[src/rtl/quarter_sine_interp.sv]
// rtl/quarter_sine_interp.sv - quarter-wave folded sine generator with optional linear interpolation
//
// Optional feature macro: QSINE_INTERP_EN
//   defined     : second ROM read port, interpolation stage, latency 4
//   not defined : table lookup only, sub-index bits ignored, latency 3
//
// Ports:
//   clk        single clock, rising edge
//   reset_n    asynchronous active-low reset
//   in_valid   phase sample present this cycle
//   in_phase   unsigned phase word, full turn = 2^PHASE_W
//   in_cos     1 = add a quarter turn (cosine)
//   in_ch      channel tag, carried alongside the sample
//   out_valid  out_val/out_ch carry a new sample this cycle
//   out_val    signed two's-complement sine sample (holds while out_valid=0)
//   out_ch     tag of the sample on out_val (holds while out_valid=0)

module quarter_sine_interp #(
    parameter int PHASE_W = 16,
    parameter int OUT_W   = 16,
    parameter int LUT_AW  = 8,
    parameter int CH_W    = 3
) (
    input  logic                    clk,
    input  logic                    reset_n,
    input  logic                    in_valid,
    input  logic [PHASE_W-1:0]      in_phase,
    input  logic                    in_cos,
    input  logic [CH_W-1:0]         in_ch,
    output logic                    out_valid,
    output logic signed [OUT_W-1:0] out_val,
    output logic [CH_W-1:0]         out_ch
);

    localparam int FRAC_W = PHASE_W - 2 - LUT_AW;
    localparam int DEPTH  = 1 << LUT_AW;

    // Table entry k samples the quarter wave at the centre of its bin,
    // (k+0.5)/DEPTH, so that indexing with ~q lands on the mirror bin exactly.
    // Sine is evaluated with a Taylor series so only basic real arithmetic is
    // needed at elaboration.
    function automatic logic signed [OUT_W-1:0] rom_entry(input int k);
        real x;
        real term;
        real s;
        x    = 3.14159265358979323846 / 2.0 * ($itor(k) + 0.5) / $itor(DEPTH);
        term = x;
        s    = x;
        for (int n = 1; n < 12; n++) begin
            term = -term * x * x / $itor((2 * n) * (2 * n + 1));
            s    = s + term;
        end
        return OUT_W'($rtoi(s * ($itor(2 ** (OUT_W - 1)) - 1.0) + 0.5));
    endfunction

    logic signed [OUT_W-1:0] rom [DEPTH];

    for (genvar i = 0; i < DEPTH; i++) begin : g_rom
        assign rom[i] = rom_entry(i);
    end

    // ---------------------------------------------------------------
    // S1: quarter-turn offset and fold. Adding 2^(PHASE_W-2) only touches
    // the two quadrant bits, so the offset is a 2-bit add.
    // ---------------------------------------------------------------
    logic [1:0]         quad;
    logic [PHASE_W-3:0] q_fold;

    assign quad   = in_phase[PHASE_W-1:PHASE_W-2] + {1'b0, in_cos};
    assign q_fold = quad[0] ? ~in_phase[PHASE_W-3:0] : in_phase[PHASE_W-3:0];

    logic              s1_valid;
    logic              s1_neg;
    logic [LUT_AW-1:0] s1_k;
    logic [CH_W-1:0]   s1_ch;
`ifdef QSINE_INTERP_EN
    logic [FRAC_W-1:0] s1_f;
`else
    logic unused_frac;
    assign unused_frac = ^q_fold[FRAC_W-1:0];
`endif

    always_ff @(posedge clk or negedge reset_n) begin
        if (!reset_n) begin
            s1_valid <= 1'b0;
            s1_neg   <= 1'b0;
            s1_k     <= '0;
            s1_ch    <= '0;
`ifdef QSINE_INTERP_EN
            s1_f     <= '0;
`endif
        end else begin
            s1_valid <= in_valid;
            s1_neg   <= quad[1];
            s1_k     <= q_fold[PHASE_W-3 -: LUT_AW];
            s1_ch    <= in_ch;
`ifdef QSINE_INTERP_EN
            s1_f     <= q_fold[FRAC_W-1:0];
`endif
        end
    end

    // ---------------------------------------------------------------
    // S2: registered ROM read
    // ---------------------------------------------------------------
    logic                    s2_valid;
    logic                    s2_neg;
    logic [CH_W-1:0]         s2_ch;
    logic signed [OUT_W-1:0] s2_a;
`ifdef QSINE_INTERP_EN
    logic signed [OUT_W-1:0] s2_b;
    logic [FRAC_W-1:0]       s2_f;
    logic [LUT_AW-1:0]       k_next;

    // The last bin has no upper neighbour inside the quarter; hold flat
    // rather than wrapping to the bottom of the table.
    assign k_next = (s1_k == {LUT_AW{1'b1}}) ? s1_k : s1_k + 1'b1;
`endif

    always_ff @(posedge clk or negedge reset_n) begin
        if (!reset_n) begin
            s2_valid <= 1'b0;
            s2_neg   <= 1'b0;
            s2_ch    <= '0;
            s2_a     <= '0;
`ifdef QSINE_INTERP_EN
            s2_b     <= '0;
            s2_f     <= '0;
`endif
        end else begin
            s2_valid <= s1_valid;
            s2_neg   <= s1_neg;
            s2_ch    <= s1_ch;
            s2_a     <= rom[s1_k];
`ifdef QSINE_INTERP_EN
            s2_b     <= rom[k_next];
            s2_f     <= s1_f;
`endif
        end
    end

    // Signals feeding the output stage, sourced from S3 or S2 by build.
    logic                    pre_valid;
    logic                    pre_neg;
    logic [CH_W-1:0]         pre_ch;
    logic signed [OUT_W-1:0] pre_y;

`ifdef QSINE_INTERP_EN
    // ---------------------------------------------------------------
    // S3: linear interpolation, y = a + ((b-a)*f >>> FRAC_W)
    // ---------------------------------------------------------------
    localparam int PROD_W = OUT_W + FRAC_W + 2;

    logic signed [OUT_W:0]    diff;
    logic signed [PROD_W-1:0] prod;
    logic signed [PROD_W-1:0] shifted;
    logic signed [OUT_W-1:0]  y_interp;

    assign diff     = $signed({s2_b[OUT_W-1], s2_b}) - $signed({s2_a[OUT_W-1], s2_a});
    assign prod     = diff * $signed({1'b0, s2_f});
    assign shifted  = prod >>> FRAC_W;
    assign y_interp = OUT_W'(shifted + PROD_W'(s2_a));

    logic                    s3_valid;
    logic                    s3_neg;
    logic [CH_W-1:0]         s3_ch;
    logic signed [OUT_W-1:0] s3_y;

    always_ff @(posedge clk or negedge reset_n) begin
        if (!reset_n) begin
            s3_valid <= 1'b0;
            s3_neg   <= 1'b0;
            s3_ch    <= '0;
            s3_y     <= '0;
        end else begin
            s3_valid <= s2_valid;
            s3_neg   <= s2_neg;
            s3_ch    <= s2_ch;
            s3_y     <= y_interp;
        end
    end

    assign pre_valid = s3_valid;
    assign pre_neg   = s3_neg;
    assign pre_ch    = s3_ch;
    assign pre_y     = s3_y;
`else
    assign pre_valid = s2_valid;
    assign pre_neg   = s2_neg;
    assign pre_ch    = s2_ch;
    assign pre_y     = s2_a;
`endif

    // ---------------------------------------------------------------
    // S4: sign restore and output register. |y| never reaches the most
    // negative code, so negation cannot overflow.
    // ---------------------------------------------------------------
    always_ff @(posedge clk or negedge reset_n) begin
        if (!reset_n) begin
            out_valid <= 1'b0;
            out_val   <= '0;
            out_ch    <= '0;
        end else begin
            out_valid <= pre_valid;
            if (pre_valid) begin
                out_val <= pre_neg ? -pre_y : pre_y;
                out_ch  <= pre_ch;
            end
        end
    end

endmodule

[config.mk]
export PLATFORM = sky130hd
export DESIGN_NAME = quarter_sine_interp
export DESIGN_NICKNAME = d
export VERILOG_FILES = /design/src/rtl/quarter_sine_interp.sv
export SDC_FILE = /design/constraint.sdc
export NUM_CORES = 1
export LEC_CHECK = 0
export ABC_AREA = 1
export BUFFER_PORTS_ARGS = -buffer_cell sky130_fd_sc_hd__buf_2
export CORE_UTILIZATION = 51
export DETAILED_ROUTE_END_ITERATION = 16
export PLACE_DENSITY_LB_ADDON = 0.25
export SLEW_MARGIN = 20
export SYNTH_ARGS = -nofsm -noshare
export SYNTH_HDL_FRONTEND = slang
export SYNTH_SLANG_ARGS = --single-unit
[constraint.sdc]
create_clock -name clk -period 5.5 [get_ports clk]
set_input_delay 0.275 -clock clk [delete_from_list [all_inputs] [get_ports clk]]
set_output_delay 0.275 -clock clk [all_outputs]
set_load 0.05 [all_outputs]
# Yosys cells after proc, flatten, opt, wreduce, memory -nomap -nowiden
# Memory sizes are Yosys's and may differ from the RTL's. A register that Yosys moved wholly into a read port is not among the register bits.
# Cells that the tools add are included.
[totals]
elab_cells = 18
input_bits = 23
regBits = 38
memories = 1
mem_bits_ro = 4096
output_inout_bits = 20
[mem_list]
columns = ["name", "depth", "width", "read_ports", "rd_clocked_by_memory_dff", "write_ports", "line", "rtl"]
rows = [
  ["(name not given)", 256, 16, 1, 1, 0, "134", "s2_a <= rom[s1_k];"],
]
[classes]
n_addsub = 2
n_reduce_logical = 1
muxes = 2
bitwise = 2
[op_table]
columns = ["op", "n"]
rows = [
  ["$mux 16", 1],
  ["$neg 16->16", 1],
  ["$mux 14", 1],
  ["$not 14->14", 1],
  ["$not 8->9", 1],
  ["$add 2x1->2", 1],
  ["$logic_not 1->1", 1],
]

# Logic depth before layout (Yosys ltp)
[depth]
word_depth = 2
ltp_mapped = 15
ltp_nobuf = 14

# Worst setup path after synthesis
# OpenSTA, ideal clock, no wires.
[synth_timing]
kind = "register to register"
from = "reg s1_k[0]"
to = "reg s2_a[5], in the netlist pre_y[5]"
required_ns = 5.383
setup_slack_ns = 3.488
setup_ns = 0.117
path_stages_with_launch = 14
t_arrival_ns = 1.895
n_path_buf = 0
synth_period_minus_slack_ns = 2.012
path_cell_list = "dfrtp_1 inv_1 ha_1 inv_1 nand2_2 nand2_1 nand2_1 o21ai_0 nand2_1 nand2_1 nor2_1 nand2_1 nand2_1 nand2_1"
[synth_between]
elab_chain_len = 1
[synth_rtl]
columns = ["item", "line", "rtl"]
rows = [
  ["start, declared", "74", "logic [LUT_AW-1:0] s1_k;"],
  ["start signal, assigned", "95", "s1_k <= q_fold[PHASE_W-3 -: LUT_AW];"],
  ["$not 8->9 (implied by the code)", "134", ""],
  ["end, declared", "109", "logic signed [OUT_W-1:0] s2_a;"],
]
# Every way passes these cells.
# A chain may end at the register's enable or synchronous reset.

# Worst setup path after layout
[layout_timing]
from = "reg s1_k[0]"
to = "reg s2_a[3], in the netlist pre_y[3]"
# Same word-level chain as after synthesis.

==> results.ini <==
[worst_setup_path]
worstPathMaxFanout=13
reg2reg_to=pre_y[3]
cp_num_buf_inv=1
startpoint_type=flip-flop
startpoint=s1_k[0]
arrival_ns=3.59
crit_type=reg2reg
crit_top_cell=nand2_1
end_kind=flip-flop
cpMaxStageDelayCell=dfrtp_1
cp_cell_sequence=inv_1 -> ha_1 -> nand2_1 -> nand2_1 -> a21oi_1 -> nand2_1 -> nand4_1 -> nand3_1 -> nand2_1
rr_worst_depth=9
r2r_slack_ns=2.12
critical_path.max_stage_delay_ns=0.82
path_delay_family=simple AND/OR/NAND/NOR gates
required_ns=5.71
rr_startpoint=s1_k[0]

[synth]
synth_seq_area_share_pct=23.02
synth_most_common_cell=nand2_1
synth_area_mm2=0.005761
ys_ff_latch=53
synth_top_cell_by_area=nand2_1
postSynthAreaPerCell_um2=5.703
synthArstFlopShare_pct=100.0
synth_edf_count=0
synth_top_area_share_pct=26.65
synth_area_leaders=nand2_1 27%, dfrtp_1 23%, nand3_1 15%
synthCells=1010
ys_warn_count=0
netlist_top_cells_count=409 x nand2_1, 174 x nand3_1, 73 x nor2_1
ys.flop_type=dfrtp_1
ys_types=33
syn_nets=1052

[timing]
hold_viol_final=0
period_needed_ns=3.378
finalSetupViolCount=0
fin_tns_setup_ns=0
slew-limit-headroom_pct=34.62
fin_crit_sh_pct=61.41
rsz0062_at_grt=false
slew_violations=0
tightest_slew_ns=0.9793
fmax_ghz=0.2961
fin_skew_ns=0.007968

[clock_tree]
cts_max_level=2
clockBufferDepth=2
clkTransAtPathRegs_ns=0.07
ctsResizeCount=0
root_buffer=clkbuf_16
cts_made_buffers=5
clock_sinks=53
cts_setup_buffers=0
clk-insertion-delay-late_ns=0.30
cts_tree=yes
cts_hold_buf=0

[run_status]
status=complete, no violations

[grt]
grt.overflow.total=0
grt_usage_pct=42.98
grt_first_pass_wirelength_um=37420
antenna_found_initial=0
grt_max_degree=60
grt_pass1_vias=6547

[hold_path]
hold_path_class=in2async

[floorplanning]
initial_utilization_pct=52.68
die_w_um=108.3
die_h_um=108.3
core_area_mm2=0.01094
num_rows=38
die_area_mm2=0.01172
ios=43

[drt]
drc=0
ant_nets=0
drt_iter0_drc=1054
vias=7283
routed_wl_um=24640
wire_per_inst_um=21.48
dr.pass1.iters=6
routed_via_density=6.350

[cells_and_area]
syn2layout_area_growth_pct=4.670
nFillCells=1189
nets=1048
fin_util_pct=55.14
drive_above_1_share_pct=7.051
ff_latch_area_mm2=0.001328
multi_input_area_mm2=0.003906
antennaDiodeCount=0

[job]
cap_violations=0

[placement]
io_buffers=36
dp_hpwl_um=17240
finalWeightedCongestion=1.032

[power_and_ir_drop]
irDropWorstVdd_uv=301.1
p_leak_nw=3.216
p_per_area_mw_per_mm2=414.7
p_total_mw=2.501

## state kept, by name, summed over array words and instances (netlist names)
signal     count
pre_neg        1
pre_ch         3
out_val       16
s1_valid       1
out_ch         3
s1_k           8
pre_y         15
pre_valid      1
s1_neg         1
out_valid      1
s1_ch          3
## through the flow
step | cell area (um2) | hold WS, ns | std cells | setup slack, ns
floorplan | 5761 | -0.02059 | 1010 | 3.488
global placement | 5878 | 0.3314 | 1139 | 2.455
detailed placement | 5878 | 0.3347 | 1139 | 2.445
CTS | 6030 | 0.07895 | 1147 | 2.420
global route | 6030 | 0.07185 | 1147 | 2.139
finish | 6030 | 0.08070 | 1147 | 2.122
## layout by cell type (no fill, tap or decap), drive strengths merged, types with 17 or more instances in the layout
master and count:
inv 59, o21ai 52, nand4 17, a21oi 48, nand2 418, nor2 77, buf 45, nand3 174
ha 19, dfrtp 53
## kinds of logic (layout without fill, tap and decap cells)
kind of cell    after synthesis  in the layout  synth area share [%]
fa+ha+maj                    19             19                 4.127
xor+xnor                     16             16                 2.433
simple gates                693            693                 50.85
buf+inv                     115            112                 9.166
compound gates              114            114                 10.40
flops                        53             53                 23.02
## report_power, final
part	leakage [nW]	internal (mW)	total [mW]	switching [mW]
clock network	0.0680	0.172	0.320	0.148
logic	2.52	0.407	1.58	1.17
registers	0.623	0.490	0.600	0.110
total	3.22	1.07	2.50	1.43
## layout make-up
class	count	area share [%]
flip-flops and latches	53	22.02
well taps	140	2.905
inverters	59	3.673
multi-input cells	842	64.79
repair buffers	45	4.109
clock buffers	5	2.075
clock inverters	3	0.4358
## how the worst max path moves through the flow
stage	to	slack, ns	depth (start not counted)
6_report	pre_y[3]	2.12	9
5_1_grt	pre_y[3]	2.14	11
4_1_cts	pre_y[2]	2.42	10
3_5_place_dp	pre_y[2]	2.45	10
3_3_place_gp	pre_y[2]	2.46	10
2_1_floorplan	pre_y[5]	3.49	13
## layer usage
metal / up-vias / share of wire (%) / track usage, %
met5: - / 0 / 0
met4: 0 / 4.8 / 18.44
met3: 110 / 16 / 12.60
met2: 639 / 40 / 61.60
met1: 3246 / 39 / 59.55
li1: 3288 / - / -
(Power assumes the default switching activity.)
